File: src/rtl/fusion_pkg.sv
// Shared constants and encodings for the fusion front end: fetch queue and fusion decoder.
package fusion_pkg;

   localparam logic [31:0] NOP_INSTR = 32'h0000_0013;
   localparam int unsigned PC_STEP   = 4;

   // Pair classification produced by the fusion decoder from a sequential slot0/slot1 window.
   typedef enum logic [1:0] {
      FUSE_NONE       = 2'b00,
      FUSE_LUI_ADDI   = 2'b01,
      FUSE_AUIPC_JALR = 2'b10,
      FUSE_LOAD_ALU   = 2'b11
   } fuse_type_e;

endpackage

File: src/rtl/fusion_fetch_queue_if.sv
// Fetch-queue bus: fetch push side, decode retire side and the two-entry decode window.
interface fusion_fetch_queue_if #(
   parameter int DEPTH = 4,
   parameter int XLEN  = 32
);
   localparam int CNT_W = $clog2(DEPTH) + 1;

   logic             in_valid;
   logic             in_ready;
   logic [XLEN-1:0]  pc_in;
   logic [XLEN-1:0]  instr_in;
   logic [1:0]       consume;
   logic             flush;
   logic             slot0_valid;
   logic [XLEN-1:0]  slot0_pc;
   logic [XLEN-1:0]  slot0_instr;
   logic             slot1_valid;
   logic [XLEN-1:0]  slot1_pc;
   logic [XLEN-1:0]  slot1_instr;
   logic             slot1_seq;
   logic [CNT_W-1:0] count;

   // Master drives fetch and decode controls; slave is the queue itself.
   modport master (
      output in_valid, pc_in, instr_in, consume, flush,
      input  in_ready, slot0_valid, slot0_pc, slot0_instr,
             slot1_valid, slot1_pc, slot1_instr, slot1_seq, count
   );

   modport slave (
      input  in_valid, pc_in, instr_in, consume, flush,
      output in_ready, slot0_valid, slot0_pc, slot0_instr,
             slot1_valid, slot1_pc, slot1_instr, slot1_seq, count
   );

endinterface

File: src/rtl/fusion_fetch_queue_mem.sv
// DEPTH-entry register array: one synchronous write port, two asynchronous read ports.
module fusion_fetch_queue_mem #(
   parameter int DEPTH = 4,
   parameter int WIDTH = 64,
   localparam int PTR_W = $clog2(DEPTH)
) (
   input  logic             clk,
   input  logic             we,
   input  logic [PTR_W-1:0] waddr,
   input  logic [WIDTH-1:0] wdata,
   input  logic [PTR_W-1:0] raddr0,
   input  logic [PTR_W-1:0] raddr1,
   output logic [WIDTH-1:0] rdata0,
   output logic [WIDTH-1:0] rdata1
);

   logic [WIDTH-1:0] mem [DEPTH];

   // NOTE: storage is deliberately not reset; count gates every read, so stale contents are never observed.
   always_ff @(posedge clk) begin
      if (we) begin
         mem[waddr] <= wdata;
      end
   end

   assign rdata0 = mem[raddr0];
   assign rdata1 = mem[raddr1];

endmodule

File: src/rtl/fusion_fetch_queue.sv
// Fetch-to-fusion-decode instruction queue presenting the two oldest entries as a decode window.
module fusion_fetch_queue
   import fusion_pkg::*;
#(
   parameter int DEPTH = 4,
   parameter int XLEN  = 32
) (
   input logic                clk,
   input logic                rst,
   fusion_fetch_queue_if.slave bus
);

   localparam int PTR_W = $clog2(DEPTH);
   localparam int CNT_W = PTR_W + 1;

   logic [PTR_W-1:0]  wr_ptr_q;
   logic [PTR_W-1:0]  rd_ptr_q;
   logic [CNT_W-1:0]  count_q;

   logic              enq;
   logic [CNT_W-1:0]  cons_req;
   logic [CNT_W-1:0]  eff;
   logic [2*XLEN-1:0] rdata0;
   logic [2*XLEN-1:0] rdata1;
   logic              v0;
   logic              v1;

   // Registered count only: a full queue holds off fetch for a cycle even while decode drains.
   assign bus.in_ready = (count_q != CNT_W'(DEPTH));
   assign enq          = bus.in_valid & bus.in_ready;

   // NOTE: every always_comb output is assigned on every path, so no latch can be inferred.
   always_comb begin
      cons_req = (bus.consume == 2'd3) ? CNT_W'(2) : CNT_W'(bus.consume);
      eff      = (cons_req > count_q) ? count_q : cons_req;
   end

   // NOTE: sequential state uses non-blocking assignments so all registers update from pre-edge values.
   always_ff @(posedge clk) begin
      if (rst || bus.flush) begin
         wr_ptr_q <= '0;
         rd_ptr_q <= '0;
         count_q  <= '0;
      end else begin
         wr_ptr_q <= wr_ptr_q + PTR_W'(enq);
         rd_ptr_q <= rd_ptr_q + PTR_W'(eff);
         count_q  <= count_q + CNT_W'(enq) - eff;
      end
   end

   fusion_fetch_queue_mem #(
      .DEPTH (DEPTH),
      .WIDTH (2*XLEN)
   ) u_mem (
      .clk    (clk),
      .we     (enq & ~bus.flush & ~rst),
      .waddr  (wr_ptr_q),
      .wdata  ({bus.pc_in, bus.instr_in}),
      .raddr0 (rd_ptr_q),
      .raddr1 (rd_ptr_q + PTR_W'(1)),
      .rdata0 (rdata0),
      .rdata1 (rdata1)
   );

   assign v0 = (count_q >= CNT_W'(1));
   assign v1 = (count_q >= CNT_W'(2));

   // Invalid slots show pc 0 and a NOP so decode can never act on stale storage.
   assign bus.slot0_valid = v0;
   assign bus.slot0_pc    = v0 ? rdata0[2*XLEN-1:XLEN] : '0;
   assign bus.slot0_instr = v0 ? rdata0[XLEN-1:0]      : XLEN'(NOP_INSTR);
   assign bus.slot1_valid = v1;
   assign bus.slot1_pc    = v1 ? rdata1[2*XLEN-1:XLEN] : '0;
   assign bus.slot1_instr = v1 ? rdata1[XLEN-1:0]      : XLEN'(NOP_INSTR);
   assign bus.slot1_seq   = v0 & v1 &
                            (rdata1[2*XLEN-1:XLEN] == rdata0[2*XLEN-1:XLEN] + XLEN'(PC_STEP));
   assign bus.count       = count_q;

endmodule
File: src/flat_wrapper.sv
// flat-port wrapper written by rule: the top's interface ports become plain ports
module fusion_fetch_queue_flat import fusion_pkg::*;
#(
   parameter int DEPTH = 4,
   parameter int XLEN  = 32
)
  (clk, rst, bus_in_valid, bus_pc_in, bus_instr_in, bus_consume, bus_flush, bus_in_ready, bus_slot0_valid, bus_slot0_pc, bus_slot0_instr, bus_slot1_valid, bus_slot1_pc, bus_slot1_instr, bus_slot1_seq, bus_count);
  fusion_fetch_queue_if #(.DEPTH(DEPTH), .XLEN(XLEN)) bus_i ();
  input logic clk;
  input logic rst;
  input wire logic [$bits(bus_i.in_valid)-1:0] bus_in_valid;
  input wire logic [$bits(bus_i.pc_in)-1:0] bus_pc_in;
  input wire logic [$bits(bus_i.instr_in)-1:0] bus_instr_in;
  input wire logic [$bits(bus_i.consume)-1:0] bus_consume;
  input wire logic [$bits(bus_i.flush)-1:0] bus_flush;
  output wire logic [$bits(bus_i.in_ready)-1:0] bus_in_ready;
  output wire logic [$bits(bus_i.slot0_valid)-1:0] bus_slot0_valid;
  output wire logic [$bits(bus_i.slot0_pc)-1:0] bus_slot0_pc;
  output wire logic [$bits(bus_i.slot0_instr)-1:0] bus_slot0_instr;
  output wire logic [$bits(bus_i.slot1_valid)-1:0] bus_slot1_valid;
  output wire logic [$bits(bus_i.slot1_pc)-1:0] bus_slot1_pc;
  output wire logic [$bits(bus_i.slot1_instr)-1:0] bus_slot1_instr;
  output wire logic [$bits(bus_i.slot1_seq)-1:0] bus_slot1_seq;
  output wire logic [$bits(bus_i.count)-1:0] bus_count;
  assign bus_i.in_valid = bus_in_valid;
  assign bus_i.pc_in = bus_pc_in;
  assign bus_i.instr_in = bus_instr_in;
  assign bus_i.consume = bus_consume;
  assign bus_i.flush = bus_flush;
  assign bus_in_ready = bus_i.in_ready;
  assign bus_slot0_valid = bus_i.slot0_valid;
  assign bus_slot0_pc = bus_i.slot0_pc;
  assign bus_slot0_instr = bus_i.slot0_instr;
  assign bus_slot1_valid = bus_i.slot1_valid;
  assign bus_slot1_pc = bus_i.slot1_pc;
  assign bus_slot1_instr = bus_i.slot1_instr;
  assign bus_slot1_seq = bus_i.slot1_seq;
  assign bus_count = bus_i.count;
  fusion_fetch_queue #(.DEPTH(DEPTH), .XLEN(XLEN)) u_core (.clk(clk), .rst(rst), .bus(bus_i));
endmodule
File: config.mk
export PLATFORM = sky130hd
export DESIGN_NAME = fusion_fetch_queue_flat
export DESIGN_NICKNAME = d
export VERILOG_FILES = /design/src/rtl/fusion_pkg.sv /design/src/rtl/fusion_fetch_queue_if.sv /design/src/rtl/fusion_fetch_queue_mem.sv /design/src/rtl/fusion_fetch_queue.sv /design/src/flat_wrapper.sv
export SDC_FILE = /design/constraint.sdc
export NUM_CORES = 1
export LEC_CHECK = 0
export ABC_AREA = 1
export CORE_ASPECT_RATIO = 1.1
export CORE_MARGIN = 5
export CORE_UTILIZATION = 45
export DETAILED_ROUTE_END_ITERATION = 16
export PLACE_DENSITY = 0.69
export SYNTH_ARGS = -nofsm -noshare
export SYNTH_HDL_FRONTEND = slang
export SYNTH_SLANG_ARGS = --single-unit
File: constraint.sdc
create_clock -name clk -period 8.5 [get_ports clk]
set_input_delay 1.7 -clock clk [delete_from_list [all_inputs] [get_ports clk]]
set_output_delay 1.7 -clock clk [all_outputs]
set_load 0.02 [all_outputs]
; ---- Word level (Yosys, flattened, before mapping)
; Memory sizes are Yosys's and may differ from the RTL's. A register that Yosys moved wholly into a read port is not among the register bits.
; Cells that the tools add are included.
[word_totals]
regBits = 7
ram_bits = 256
in_bits = 70
n_memories = 1
[op_classes]
n_addsub = 6
order_cmp = 3
eq_ne = 3
mux = 9
bitwise = 7
reduce_logical = 1
[mem_list]
columns = memory, depth, word_bits, rd, rd_ports_with_merged_regs, write_ports, line_no
row1 = u_core.u_mem.mem, 4, 64, 2, 1, 1, fusion_fetch_queue_mem.sv:17  ; logic [WIDTH-1:0] mem [DEPTH];
[ops]
columns = op, count
row1 = two-way mux 32 bit, 4
row2 = "adder 32 x 3 -> 32 bit, second input constant", 1
row3 = == test 32 bit, 1
row4 = bitwise AND 1 bit, 5
row5 = two-way mux 2 bit, 2
row6 = adder 3 x 1 -> 3 bit, 1
row7 = "greater-or-equal comparator 3 x 1 -> 1 bit, second input constant", 1
row8 = "greater-or-equal comparator 3 x 2 -> 1 bit, second input constant", 1
row9 = > comparator 3 bit, 1
row10 = two-way mux 3 bit, 1
row11 = "inequality test 3 bit, second input constant", 1
row12 = subtractor 3 bit, 1
row13 = adder 2 x 1 -> 2 bit, 1
row14 = "adder 2 x 1 -> 2 bit, second input constant", 1
row15 = adder 2 bit, 1
row16 = "== test 2 bit, second input constant", 1
row17 = two-way mux 1 bit, 2
row18 = inverter 1 bit, 2
row19 = logical OR 1 bit, 1

; ---- Depth between registers and ports, before layout
[logic_depth]
depth_word = 6
depth_mapped = 21
mapped_depth_nobuf = 19

; ---- By module
; From an unflattened synthesis, not the netlist that was laid out.
[unflattened]
hier_cells = 2115
hier_area_um2 = 15807.7
[modules_own_cells]
columns = mod, n_inst, cells_each, area_per_inst_um2, seq_area_each_um2
row1 = fusion_fetch_queue_mem, 1, 1501, 12939.9, 7687.4
row2 = fusion_fetch_queue, 1, 614, 2867.8, 140.1

; ---- Worst setup path before layout
; OpenSTA, ideal clock, no wires.
[synth_path]
path_type = input port to flip-flop
start = in bus_flush
end = mem u_core.u_mem.mem[0][0] (enable)
setup_time_ps = 565
arrival_ps = 6305
t_required_ps = 7935
slack_ps = 1629
stages = 3
path_buffers = 0
path_cell_list = nor2_1 -> nand2_1 -> nor3_1
[synth_via]
elab_chain_cells = 5
[synth_lines]
columns = element, line_no
row1 = from (decl), flat_wrapper.sv:15  ; input wire logic [$bits(bus_i.flush)-1:0] bus_flush;
row2 = inverter 1 bit, fusion_fetch_queue.sv:56  ; .we (enq & ~bus.flush & ~rst),
row3 = bitwise AND 1 bit (2 in a row), fusion_fetch_queue.sv:56
row4 = two-way mux 1 bit, fusion_fetch_queue_mem.sv:21  ; if (we) begin
row5 = two-way mux 1 bit (implied by the code), fusion_fetch_queue_mem.sv:22  ; mem[waddr] <= wdata;
row6 = to (decl), fusion_fetch_queue_mem.sv:17
; No other way between the ends.

; ---- Final worst setup path
[layout_path]
start = reg u_core.rd_ptr_q[0]
end = out bus_slot1_seq
[layout_via]
elab_chain_cells = 4
[layout_lines]
columns = element, line_no
row1 = from (decl), fusion_fetch_queue.sv:17  ; logic [PTR_W-1:0] rd_ptr_q;
row2 = from (signal assigned), fusion_fetch_queue.sv:46  ; rd_ptr_q <= rd_ptr_q + PTR_W'(eff);
row3 = adder 2 x 1 -> 2 bit, fusion_fetch_queue.sv:60  ; .raddr1 (rd_ptr_q + PTR_W'(1)),
row4 = memory read (4 x 64 bit), n/a
row5 = == test 32 bit, fusion_fetch_queue.sv:76  ; (rdata1[2*XLEN-1:XLEN] == rdata0[2*XLEN-1:XLEN] + XLEN'(PC_STEP));
row6 = bitwise AND 1 bit, fusion_fetch_queue.sv:75  ; assign bus.slot1_seq = v0 & v1 &
row7 = to (decl), flat_wrapper.sv:23  ; output wire logic [$bits(bus_i.slot1_seq)-1:0] bus_slot1_seq;
; No other way between the ends.

==> impl_results.md <==
* Area after DPL at 0.0166 mm²
* Average wire per standard cell at 18.3 µm
* Clock transition at path regs at 60 ps
* Setup Skew at 8.33 ps
* Number of remaining DRC errors at 0
* Final wirelength at 42,100 µm
* Vias in the first global route at 12.2k
* Post-synth top area share at 53.8%
* Clk root buf: clkbuf_16
* Endpoints failing hold at 0
* Final Setup Violations at 0
* #FFs+latches synth at 263
* Area contributors post-synth: edfxtp_1, nand2_1, nor2_1
* Hold buffers post-CTS at 0
* Gr busiest metal: met2
* Met2 track demand over resource at 38.2%
* Core Rows at 68
* Largest net degree at the start of global routing at 85
* Total track usage at 22.6%
* Iter 0 DRT Violations at 1,257
* Iteration count of the initial detailed-routing pass at 6
* Synth-to-Final Area Change at 21.6%
* Peak Freq at 153 MHz
* Syn Nets at 1,785
* Total leakage power at 6.86 nW
* Crit start category: register
* Commonest cells after routing, fill and taps aside: nand2_1, edfxtp_1, nor2_1
* Ports at 205
* Syn avg cell area at 8.38 µm²
* Core footprint at 0.0314 mm²
* Initial core utilization at 45.5%
* Post-synth top area cell: edfxtp_1
* Worst-path cell chain: buf_4, nor2_4, nor2_4, o21ai_0, nand2_1, nand2_1, nand2_1, inv_1, nand4_1, nand2_1, nor2_1, nand2_1, nor2_1, nand3_1, nor2_1, clkdlybuf4s50_1
* Port Buffers at 204
* DP HPWL at 27,400 µm
* Most frequent CP cell: nand2_1
* Layout cells sized above 1 at 5.09%
* Max Cap Violations at 0
* Grt ovf at 0
* Worst slew margin at 29.3%
* Worst path slowest cell: dfxtp_4
* Most common cell after layout, fill and taps aside: nand2_1
* Clk_lat worst skew at 530 ps
* Period Utilization, post-route at 76.9%
* Initial antenna violation count at 3
* Clk buf depth at 3
* Yosys warnings at 0
* Mapped cell area at 0.0143 mm²
* PD cells at 301 mW/mm²
* RSZ-0062 raised after global routing: no
* Cells after Synth at 1,706
* Setup CP Type: register to output port
* Die width at 180 µm
* Outcome: finished, final reports clean
* Setup TNS at 0 ps
* Hold WC Path Type: register to register
* Die Span Y at 197 µm
* CTS Sinks at 263
* Vias at 12.6k
* CP Buf/Inv Count at 3
* Power Total at 5.23 mW
* CP Max Fanout at 81
* CTS buffer count at 27
* Worst path max stage delay at 900 ps
* Met3 Use GR at 3.97%
* Final Cell Area at 0.0174 mm²
* Number of gates resized after cts at 0
* Register-to-Register Setup Slack at 5530 ps
* Cell family with most CP delay: simple AND/OR/NAND/NOR gates
* Global-route wire length before repair at 64,700 µm
* Vias per cell at 5.45
* Post-CTS Setup Inserts at 0
* TritonCTS clock tree: yes
* # nets final at 1,945
* Worst Setup End Kind: output port
* Post-synthesis sequential area ratio at 54.7%
* H-Tree Depth at 1
* Worst-margin pin slew at 1060 ps
* DIE AREA at 0.0354 mm²
* Met1 Use GR at 30.2%
* Worst endpoint required time at 6800 ps
* Count of different cell masters after synthesis at 41
* GPL Wtd Cong at 0.946
* Antenna Violating Nets Remaining at 0
* Peak VDD IR at 0.218 mV
* Slew Limit Fails at 0
* Min Clock Period, post-route at 6540 ps
* WP data arrival at 4840 ps
layer usage:
layer / routed length [µm] / share of wire, %
met5: 34 / 0.081
met4: 909 / 2.2
met3: 3580 / 8.5
met2: 20000 / 48
met1: 17600 / 42
worst min-delay path, delay by kind of cell (launching register included):
kind,cells,cell delay [ps]
xor gates and xnor gates,1,150
and+or+nand+nor,1,30
DFF,1,360
final cells by class:
cell class | count | area (µm²)
Antenna cell | 1 | 2.50
Clock buffer | 41 | 728
Clock inverter | 9 | 72.6
Fill cell | 2753 | 14000
Inverter | 137 | 519
Multi-Input combinational cell | 1214 | 5520
Sequential cell | 263 | 7840
Tap cell | 420 | 526
Timing Repair Buffer | 223 | 2180
stage by stage:
step / hold slack [ps] / std cells / util, % / setup WS (ps)
after global routing: 611 / 2308 / 55.4 / 1600
final: 580 / 2308 / 55.4 / 1960
after detailed placement: 573 / 2257 / 52.8 / 2540
after floorplan: 520 / 1706 / - / 1630
after global placement: 566 / 2257 / 52.8 / 2630
after CTS: 582 / 2307 / 55.4 / 1940
flip-flops by register name (all words and copies together) (netlist names):
signal,flops
u_core.bus.count,3
u_core.wr_ptr_q,2
u_core.rd_ptr_q,2
u_core.u_mem.mem,256
cells by family (layout without fill, tap and decap cells):
family / Yosys count / count (layout) / synth area share, %
other: 0 / 1 / 0
AND/OR/NAND/NOR: 909 / 909 / 25.7
adder cells (fa/ha/maj): 9 / 9 / 0.840
AO/OA/AOI/OAI: 273 / 273 / 10.4
XOR/XNOR: 23 / 23 / 1.41
flip-flops: 263 / 263 / 54.7
buffers and inverters: 229 / 410 / 6.98
synth_stat cells, drive strengths merged:
| cell type | number |
|---|---|
| a21oi | 87 |
| a22oi | 4 |
| a31oi | 27 |
| and2 | 1 |
| buf | 56 |
| clkbuf | 36 |
| dfxtp | 7 |
| edfxtp | 256 |
| fa | 1 |
| ha | 8 |
| inv | 137 |
| nand2 | 530 |
| nand3 | 105 |
| nand4 | 10 |
| nor2 | 252 |
| nor3 | 5 |
| o2111ai | 2 |
| o211ai | 5 |
| o21a | 3 |
| o21ai | 133 |
| o221ai | 7 |
| o22ai | 4 |
| o311ai | 1 |
| or2 | 6 |
| xnor2 | 5 |
| xor2 | 18 |
worst paths after layout:
kind / end / start / cells past startpoint
setup / recovery: bus_slot1_seq / u_core.rd_ptr_q[0]$_SDFF_PP0_ / 16
hold / removal: u_core.wr_ptr_q[1]$_SDFF_PP0_ / u_core.wr_ptr_q[1]$_SDFF_PP0_ / 2
setup reg to reg: u_core.bus.count[2]$_SDFF_PP0_ / u_core.bus.count[1]$_SDFF_PP0_ / 13
hold reg to reg: u_core.wr_ptr_q[1]$_SDFF_PP0_ / u_core.wr_ptr_q[1]$_SDFF_PP0_ / 2
where the power goes:
group / switching (mW) / total, mW / internal [mW]
Combinational: 1.66 / 2.60 / 0.933
Sequential: 0.0775 / 1.54 / 1.46
Clock: 0.470 / 1.09 / 0.620
Power figures use the tool's default switching activity.
